### src/rtl/mini_core_pkg.sv
`default_nettype none
// ============================================================================
// Module      : mini_core_pkg
// Description : Shared types and constants for the mini core memory system:
//               core-to-memory request payload, D_MEM region bounds and the
//               data-memory arbiter owner/state encodings.
// Revision    : 1.0 - initial release
// ============================================================================
package mini_core_pkg;

  // Address region decode: the region field is Address[MSB:LSB]
  localparam int unsigned LSB_REGION_MINI = 16;
  localparam int unsigned MSB_REGION_MINI = 31;
  localparam int unsigned REGION_W_MINI   = MSB_REGION_MINI - LSB_REGION_MINI + 1;

  // D_MEM occupies 0x0001_0000 .. 0x0001_FFFF
  localparam logic [REGION_W_MINI-1:0] D_MEM_REGION_FLOOR_MINI = 16'h0001;
  localparam logic [REGION_W_MINI-1:0] D_MEM_REGION_ROOF_MINI  = 16'h0001;

  // Default ext starvation limit for the data-memory arbiter
  localparam int unsigned EXT_MAX_WAIT_DFLT = 4;

  typedef struct packed {
    logic [31:0] Address;
    logic [31:0] WrData;
    logic [3:0]  ByteEn;
    logic        WrEn;
    logic        RdEn;
  } t_core2mem_req;

  typedef enum logic {
    OWNER_CORE = 1'b0,
    OWNER_EXT  = 1'b1
  } t_dmem_owner;

  typedef enum logic {
    ARB_CORE     = 1'b0,
    ARB_EXT_LOCK = 1'b1
  } t_dmem_arb_state;

  // True when the region field falls inside the D_MEM window
  function automatic logic in_dmem_region(input logic [REGION_W_MINI-1:0] region);
    return (region >= D_MEM_REGION_FLOOR_MINI) && (region <= D_MEM_REGION_ROOF_MINI);
  endfunction

endpackage
`default_nettype wire

### src/rtl/mini_dmem_rd_route.sv
`default_nettype none
// ============================================================================
// Module      : mini_dmem_rd_route
// Description : Tracks the single outstanding D_MEM read and steers the
//               returned data to the requester that issued it. Each
//               requester's data output holds its last delivered value.
// Revision    : 1.0 - initial release
// ============================================================================
module mini_dmem_rd_route
  import mini_core_pkg::*;
(
  input  logic        clock,
  input  logic        rst,
  input  logic        rd_issue,
  input  t_dmem_owner rd_owner,
  input  logic        rd_reject,
  input  logic [31:0] mem_rd_data,
  output logic [31:0] core_rd_data,
  output logic        core_rd_valid,
  output logic [31:0] ext_rd_data,
  output logic        ext_rd_valid
);

  logic        pend;
  t_dmem_owner owner;
  logic        reject;
  logic [31:0] core_hold;
  logic [31:0] ext_hold;
  logic [31:0] ret_data;

  // Rejected reads complete on schedule but carry zero data
  assign ret_data      = reject ? 32'h0 : mem_rd_data;
  assign core_rd_valid = pend && (owner == OWNER_CORE);
  assign ext_rd_valid  = pend && (owner == OWNER_EXT);
  assign core_rd_data  = core_rd_valid ? ret_data : core_hold;
  assign ext_rd_data   = ext_rd_valid  ? ret_data : ext_hold;

  // Pending-read tag register and per-owner data hold registers
  always_ff @(posedge clock) begin
    if (rst) begin
      pend      <= 1'b0;
      owner     <= OWNER_CORE;
      reject    <= 1'b0;
      core_hold <= 32'h0;
      ext_hold  <= 32'h0;
    end else begin
      pend   <= rd_issue;
      owner  <= rd_owner;
      reject <= rd_reject;
      if (core_rd_valid) core_hold <= ret_data;
      if (ext_rd_valid)  ext_hold  <= ret_data;
    end
  end

endmodule
`default_nettype wire

### src/rtl/mini_dmem_arbiter.sv
`default_nettype none
// ============================================================================
// Module      : mini_dmem_arbiter
// Description : Shares the single-port D_MEM between the core load/store
//               stage and an external (debug/loader) port. Core has default
//               priority, ext is force-granted after EXT_MAX_WAIT waits, and
//               ext may lock the memory for bursts. Out-of-region accesses
//               are masked and recorded in a sticky error flag.
// Revision    : 1.0 - initial release
// ============================================================================
module mini_dmem_arbiter
  import mini_core_pkg::*;
#(
  parameter int unsigned EXT_MAX_WAIT = EXT_MAX_WAIT_DFLT,
  // Must be wide enough to hold EXT_MAX_WAIT
  parameter int unsigned WAIT_CNT_W   = 3
) (
  input  logic          Clock,
  input  logic          Rst,
  input  t_core2mem_req CoreReqQ103H,
  output logic          CoreStall,
  output logic [31:0]   CoreRdDataQ104H,
  output logic          CoreRdValidQ104H,
  input  logic          ExtReqValid,
  input  t_core2mem_req ExtReq,
  input  logic          ExtLock,
  output logic          ExtReady,
  output logic [31:0]   ExtRdData,
  output logic          ExtRdValid,
  output t_core2mem_req MemReq,
  input  logic [31:0]   MemRdData,
  output logic          AccessErr,
  output logic [31:0]   ErrAddr
);

  localparam logic [WAIT_CNT_W-1:0] WAIT_LIMIT = WAIT_CNT_W'(EXT_MAX_WAIT);

  t_dmem_arb_state       state, state_nxt;
  logic [WAIT_CNT_W-1:0] wait_cnt, wait_cnt_nxt;
  logic                  core_valid;
  logic                  core_gnt;
  logic                  ext_gnt;
  t_core2mem_req         gnt_req;
  logic                  gnt_access;
  logic                  gnt_in_region;
  t_dmem_owner           gnt_owner;

  assign core_valid = CoreReqQ103H.WrEn | CoreReqQ103H.RdEn;

  // Grant selection, next lock state and ext wait counter
  always_comb begin
    core_gnt     = 1'b0;
    ext_gnt      = 1'b0;
    state_nxt    = state;
    wait_cnt_nxt = wait_cnt;
    if ((state == ARB_EXT_LOCK) && ExtLock) begin
      ext_gnt = ExtReqValid;
    end else begin
      // Lock released (or never held): normal core-priority arbitration
      state_nxt = ARB_CORE;
      if (core_valid && ExtReqValid) begin
        if (wait_cnt >= WAIT_LIMIT) ext_gnt  = 1'b1;
        else                        core_gnt = 1'b1;
      end else if (core_valid) begin
        core_gnt = 1'b1;
      end else if (ExtReqValid) begin
        ext_gnt = 1'b1;
      end
      if (ext_gnt && ExtLock) state_nxt = ARB_EXT_LOCK;
    end
    if (!ExtReqValid || ext_gnt)     wait_cnt_nxt = '0;
    else if (wait_cnt < WAIT_LIMIT)  wait_cnt_nxt = wait_cnt + WAIT_CNT_W'(1);
  end

  // Route the winner's payload to memory, masking strobes outside D_MEM
  always_comb begin
    gnt_req = '0;
    if (core_gnt)     gnt_req = CoreReqQ103H;
    else if (ext_gnt) gnt_req = ExtReq;
    gnt_owner     = ext_gnt ? OWNER_EXT : OWNER_CORE;
    gnt_access    = gnt_req.WrEn | gnt_req.RdEn;
    gnt_in_region = in_dmem_region(gnt_req.Address[MSB_REGION_MINI:LSB_REGION_MINI]);
    MemReq        = gnt_req;
    if (!gnt_in_region) begin
      MemReq.WrEn = 1'b0;
      MemReq.RdEn = 1'b0;
    end
  end

  assign CoreStall = core_valid & ~core_gnt;
  assign ExtReady  = ext_gnt;

  // Arbiter state, wait counter and sticky first-error capture
  always_ff @(posedge Clock) begin
    if (Rst) begin
      state     <= ARB_CORE;
      wait_cnt  <= '0;
      AccessErr <= 1'b0;
      ErrAddr   <= 32'h0;
    end else begin
      state    <= state_nxt;
      wait_cnt <= wait_cnt_nxt;
      if (gnt_access && !gnt_in_region) begin
        AccessErr <= 1'b1;
        if (!AccessErr) ErrAddr <= gnt_req.Address;
      end
    end
  end

  mini_dmem_rd_route u_rd_route (
    .clock         (Clock),
    .rst           (Rst),
    .rd_issue      (gnt_req.RdEn),
    .rd_owner      (gnt_owner),
    .rd_reject     (~gnt_in_region),
    .mem_rd_data   (MemRdData),
    .core_rd_data  (CoreRdDataQ104H),
    .core_rd_valid (CoreRdValidQ104H),
    .ext_rd_data   (ExtRdData),
    .ext_rd_valid  (ExtRdValid)
  );

endmodule
`default_nettype wire

### config.mk
export PLATFORM = sky130hd
export DESIGN_NAME = mini_dmem_arbiter
export DESIGN_NICKNAME = d
export VERILOG_FILES = /design/src/rtl/mini_core_pkg.sv /design/src/rtl/mini_dmem_rd_route.sv /design/src/rtl/mini_dmem_arbiter.sv
export SDC_FILE = /design/constraint.sdc
export NUM_CORES = 1
export LEC_CHECK = 0
export ABC_AREA = 1
export CAP_MARGIN = 40
export CORE_AREA = 2 2 135 137
export CTS_CLUSTER_DIAMETER = 200
export DETAILED_ROUTE_END_ITERATION = 7
export DIE_AREA = 0 0 137 139
export PLACE_DENSITY = 0.77
export SETUP_SLACK_MARGIN = 0.05
export SLEW_MARGIN = 10
export SYNTH_ARGS = -nofsm -noshare
export SYNTH_HDL_FRONTEND = slang
export SYNTH_SLANG_ARGS = --single-unit
### constraint.sdc
create_clock -name Clock -period 3.1 [get_ports Clock]
set_input_delay 0.62 -clock Clock [delete_from_list [all_inputs] [get_ports Clock]]
set_output_delay 0.62 -clock Clock [all_outputs]
set_load 0.05 [all_outputs]
# Yosys cells after proc, flatten, opt, wreduce, memory -nomap -nowiden
# Cells that the tools add are included.
[word_totals]
ff_bits = 104
latch_bits = 0
ram_bits = 0
mem_bits_ro = 0
in_bits = 176
out_inout_bits = 171
wordCells = 51
memories = 0
[op_classes]
addsub = 1
mul = 0
div = 0
order_cmp = 4
eq_ne = 0
n_shift = 0
mux = 18
n_bitwise = 7
n_reduce_logical = 12
[op_table]
columns = ["cell", "n"]
rows = [
  ["2-to-1 mux 70 bit", 2],
  ["2-to-1 mux 32 bit", 3],
  ["greater-or-equal comparator 16 x 1 -> 1 bit, second input constant", 1],
  ["less-or-equal comparator 16 x 1 -> 1 bit, second input constant", 1],
  ["2-to-1 mux 1 bit", 12],
  ["logical AND 1 bit", 7],
  ["NOT 1 bit", 4],
  ["adder 3 x 1 -> 3 bit, second input constant", 1],
  ["greater-or-equal comparator 3 bit, second input constant", 1],
  ["< comparator 3 bit, second input constant", 1],
  ["logical NOT 1 bit", 2],
  ["2-to-1 mux 2 bit", 1],
  ["bitwise OR 1 bit", 2],
  ["AND reduction 2 bit", 1],
  ["OR reduction 2 bit", 1],
  ["bitwise AND 1 bit", 1],
  ["logical OR 1 bit", 1],
]

# Depth between registers and ports, before layout
[depth]
ltp_word = 12
mapped_depth = 16
ltp_nobuf = 15

# By module
# Synthesis repeated with hierarchy kept, for this count alone.
[unflattened]
cells_unflattened = 1059
hier_area_um2 = 6535.0
[modules_own_cells]
columns = ["module", "instances", "cells_each", "area_per_inst_um2", "seq_area_each_um2"]
rows = [
  ["mini_dmem_arbiter", 1, 541, 3397.0, 740.7],
  ["mini_dmem_rd_route", 1, 518, 3138.0, 1341.3],
]

# Worst setup path before layout
# Ideal clock, no wire load.
[synth_path]
path_kind = "in2out"
start = "input port ExtReqValid"
end = "output port MemReq[0] in the netlist's numbering"
arrival_time_ns = 2.863
t_required_ns = 2.480
setup_slack_ns = -0.383
stages = 13
path_buffers = 3
cell_sequence = "buf_4 > inv_2 > nor2_4 > nand3_4 > buf_4 > nand3_1 > nand2_1 > nor2_1 > nand2_1 > nor2_2 > nand2_4 > buf_6 > nor2_1"
[synth_rtl]
columns = ["item", "line", "text"]
rows = [
  ["start: declaration", "mini_dmem_arbiter.sv:24", "input logic ExtReqValid,"],
  ["end: declaration", "mini_dmem_arbiter.sv:30", "output t_core2mem_req MemReq,"],
]

==> flow_metrics.env <==
export IMPL_syn_nets=1069
export IMPL_hold_viol=0
export IMPL_io_pins=347
export IMPL_pre_cts_ws_ns=-0.0192
export IMPL_clkLatencyLatePin_ns=0.35
export IMPL_final_layout_size_suffix_gt1_share_pct=20.1
export IMPL_min_path_type="register to register"
export IMPL_yosys_top_cells_count="nand2_1 (295), inv_1 (147), dfxtp_1 (104)"
export IMPL_cts_sink_count=104
export IMPL_powerDensity_mw_per_mm2=419
export IMPL_ys_top_cells_by_area="dfxtp_1 (37%), nand2_1 (20%), inv_1 (9.8%)"
export IMPL_ys_seq_elements=104
export IMPL_yosysWarnings=0
export IMPL_clockBufferDepth=2
export IMPL_p_seq_share_pct=31.2
export IMPL_grt_pass1_vias=6475
export IMPL_dr_pass1_iters=6
export IMPL_worstPathArrival_ns=2.26
export IMPL_port_buffers=346
export IMPL_worst_clock_skew_ns=0.00492
export IMPL_crit_required_ns=2.48
export IMPL_clk_pin_slew_ns=0.07
export IMPL_worst_pin_slew_ns=0.744
export IMPL_rsz0062_at_grt="false"
export IMPL_syn_avg_cell_area_um2=6.30
export IMPL_status="finished clean"
export IMPL_crit_buf_inv=4
export IMPL_root_buffer="clkbuf_16"
export IMPL_p_sw_mw=1.74
export IMPL_start_util_pct=31.8
export IMPL_syn2layout_area_growth_pct=95.9
export IMPL_drc=0
export IMPL_intPower_mw=2.87
export IMPL_synthArstFlopShare_pct=0
export IMPL_cpMostUsedCell="nor2_4"
export IMPL_cp_cell_sequence="dlygate4sd2_1, inv_2, nor2_4, buf_4, nand3_4, nand3_2, nand2_2, nor2_2, nand2_1, nor2_4, nand2_4, nor2_4, buf_12"
export IMPL_max_stage_delay_ns=0.30
export IMPL_syn_area_mm2=0.00562
export IMPL_dp_cells=1456
export IMPL_grt_first_pass_wirelength_um=36000
export IMPL_period_share_pct=92.8
export IMPL_synth_area_leader_cell="dfxtp_1"
export IMPL_htreeDepth=3
export IMPL_final_nets=1428
export IMPL_slew_viol_final=0
export IMPL_fmax_mhz=348
export IMPL_totalWireLength_um=24400
export IMPL_synth_edf_count=0
export IMPL_reg2reg_setup_slack_ns=0.72
export IMPL_yosysTopAreaCellShare_pct=37.1
export IMPL_syn_inst=892
export IMPL_criticalPathCategory="input port to output port"
export IMPL_die_w_um=137
export IMPL_synth_seq_area_share_pct=37.1
export IMPL_synth_top_flop_cell="dfxtp_1"
export IMPL_coreArea_mm2=0.0177
export IMPL_rows=49
export IMPL_dr_total_vias=6967
export IMPL_ant_nets=0
export IMPL_finalSetupViolCount=0
export IMPL_finish_utilization_pct=62.4
export IMPL_wl_per_cell_um=16.4
export IMPL_cts_buffers=9
export IMPL_via_per_inst=4.69
export IMPL_grt_usage_pct=24.9
export IMPL_fp_dieH_um=139
export IMPL_max_cap_violations=0
export IMPL_finalWorstSetupSlack_ns=0.225
export IMPL_holdWs_ns=0.469
export IMPL_ir_worst_vdd_mv=0.245
export IMPL_yosysMostFrequentCell="nand2_1"
export IMPL_power_mw=4.61
export IMPL_p_comb_share_pct=44.4
export IMPL_pwr_share_clk_pct=24.4
export IMPL_critPathTopFamily="simple AND/OR/NAND/NOR gates"
export IMPL_gp_congestion=0.897
export IMPL_first_iter_violations=310
export IMPL_gr_total_overflow=0
export IMPL_antenna_found_initial=2
export IMPL_fin_cells=1487
export IMPL_dp_hpwl_um=19300
export IMPL_p_sw_share_pct=37.8
export IMPL_relSlewSlack_pct=50.4
export IMPL_p_leak_nw=5.42
export IMPL_yosysUniqueCellTypes=27
export IMPL_fin_crit_ns=2.88
export IMPL_critical_path_endpoint_type="output port"
export IMPL_cp_start_kind="input port"
export IMPL_grt_max_degree=69
export IMPL_die_area_mm2=0.0190
export IMPL_hold_buffers=0
export IMPL_cts_tree="yes"
export IMPL_critPathSlowestCell="dlygate4sd2_1"
export IMPL_cp_max_fo=5
logic make-up (layout without fill, tap and decap cells):
logic type / after synthesis / in the layout / synth area share, %
AOI/OAI and AO/OA: 123 / 123 / 13.9
other: 0 / 2 / 0
buffers and inverters: 225 / 586 / 16.2
adders and majority gates: 1 / 1 / 0.223
DFF: 104 / 104 / 37.1
and+or+nand+nor: 438 / 441 / 32.4
xor gates and xnor gates: 1 / 1 / 0.156
per-layer routing:
layer	part of all wire, %	GRT usage [%]	vias up
li1	-	-	3480
met5	0	0	-
met3	8.3	7.31	63
met4	5.6	14.3	0
met2	50	43.0	302
met1	36	26.7	3122
power by group through the flow:
stage	Clock [mW]	Sequential, mW	Combinational (mW)
3_3_place_gp	0	1.47	2.00
6_report	1.12	1.44	2.05
2_1_floorplan	0	1.64	0.856
3_5_place_dp	0	1.47	2.02
4_1_cts	1.15	1.44	2.04
5_1_grt	1.21	1.45	2.15
final cells by class:
type / count / area (µm²)
repair buffers: 397 / 4910
diodes: 2 / 5.00
multi-input cells: 566 / 2790
fillers: 1534 / 6650
clock inverters: 6 / 51.3
well taps: 229 / 287
inverters: 173 / 649
clock buffers: 10 / 239
flip-flops and latches: 104 / 2080
worst paths after layout:
check	start	endpoint	cells past startpoint
worst min-delay path	u_rd_route.core_hold[26]$_SDFF_PP0_	u_rd_route.core_hold[26]$_SDFF_PP0_	2
worst max-delay path	ExtReqValid	MemReq[1]	13
worst max register to register	wait_cnt[2]$_SDFFE_PP0N_	ErrAddr[23]$_SDFFE_PP0P_	16
worst min register to register	u_rd_route.core_hold[26]$_SDFF_PP0_	u_rd_route.core_hold[26]$_SDFF_PP0_	2
layout by cell type, fill, tap and decap left out, drive strengths merged:
| master | synthesis | final |
|---|---|---|
| nand2 | 303 | 303 |
| clkdlybuf4s50 | 0 | 204 |
| buf | 19 | 189 |
| inv | 150 | 153 |
| dfxtp | 104 | 104 |
| nor2 | 83 | 83 |
| a21oi | 68 | 68 |
| a22o | 36 | 36 |
| nand4 | 33 | 33 |
| clkinv | 23 | 23 |
| nand3 | 19 | 22 |
| o22ai | 16 | 16 |
| clkbuf | 33 | 10 |
| clkinvlp | 0 | 3 |
| diode | 0 | 2 |
| dlymetal6s2s | 0 | 2 |
| dlygate4sd2 | 0 | 2 |
| a22oi | 1 | 1 |
| o21ai | 1 | 1 |
| xor2 | 1 | 1 |
| o2111ai | 1 | 1 |
| ha | 1 | 1 |
flip-flops by register name, summed over array words and instances, names as in the netlist:
signal,cells
u_rd_route.pend,1
u_rd_route.ext_hold,32
ErrAddr,32
u_rd_route.core_hold,32
u_rd_route.reject,1
state,1
wait_cnt,3
AccessErr,1
u_rd_route.owner,1
worst min-delay path: stages (launching register included):
cell,delay (ns)
dfxtp_1,0.30
nand2_1,0.07
a21oi_1,0.06
per-stage QoR:
| step | area (µm²) | setup TNS [ns] |
|---|---|---|
| 5_1_grt | 11000 | 0 |
| 6_report | 11000 | 0 |
| 2_1_floorplan | 5640 | -0.0892 |
| 3_5_place_dp | 10500 | -0.0192 |
| 4_1_cts | 10900 | 0 |
| 3_3_place_gp | 10400 | 0 |
timing repair:
item                       in CTS  in global routing
pin swaps                       7                 14
setup buffers                   6                  4
resized for setup              10                 21
hold endpoints to repair        0                  0
setup endpoints to repair       2                  4
cloned                          3                  0
Power figures use the tool's default switching activity.
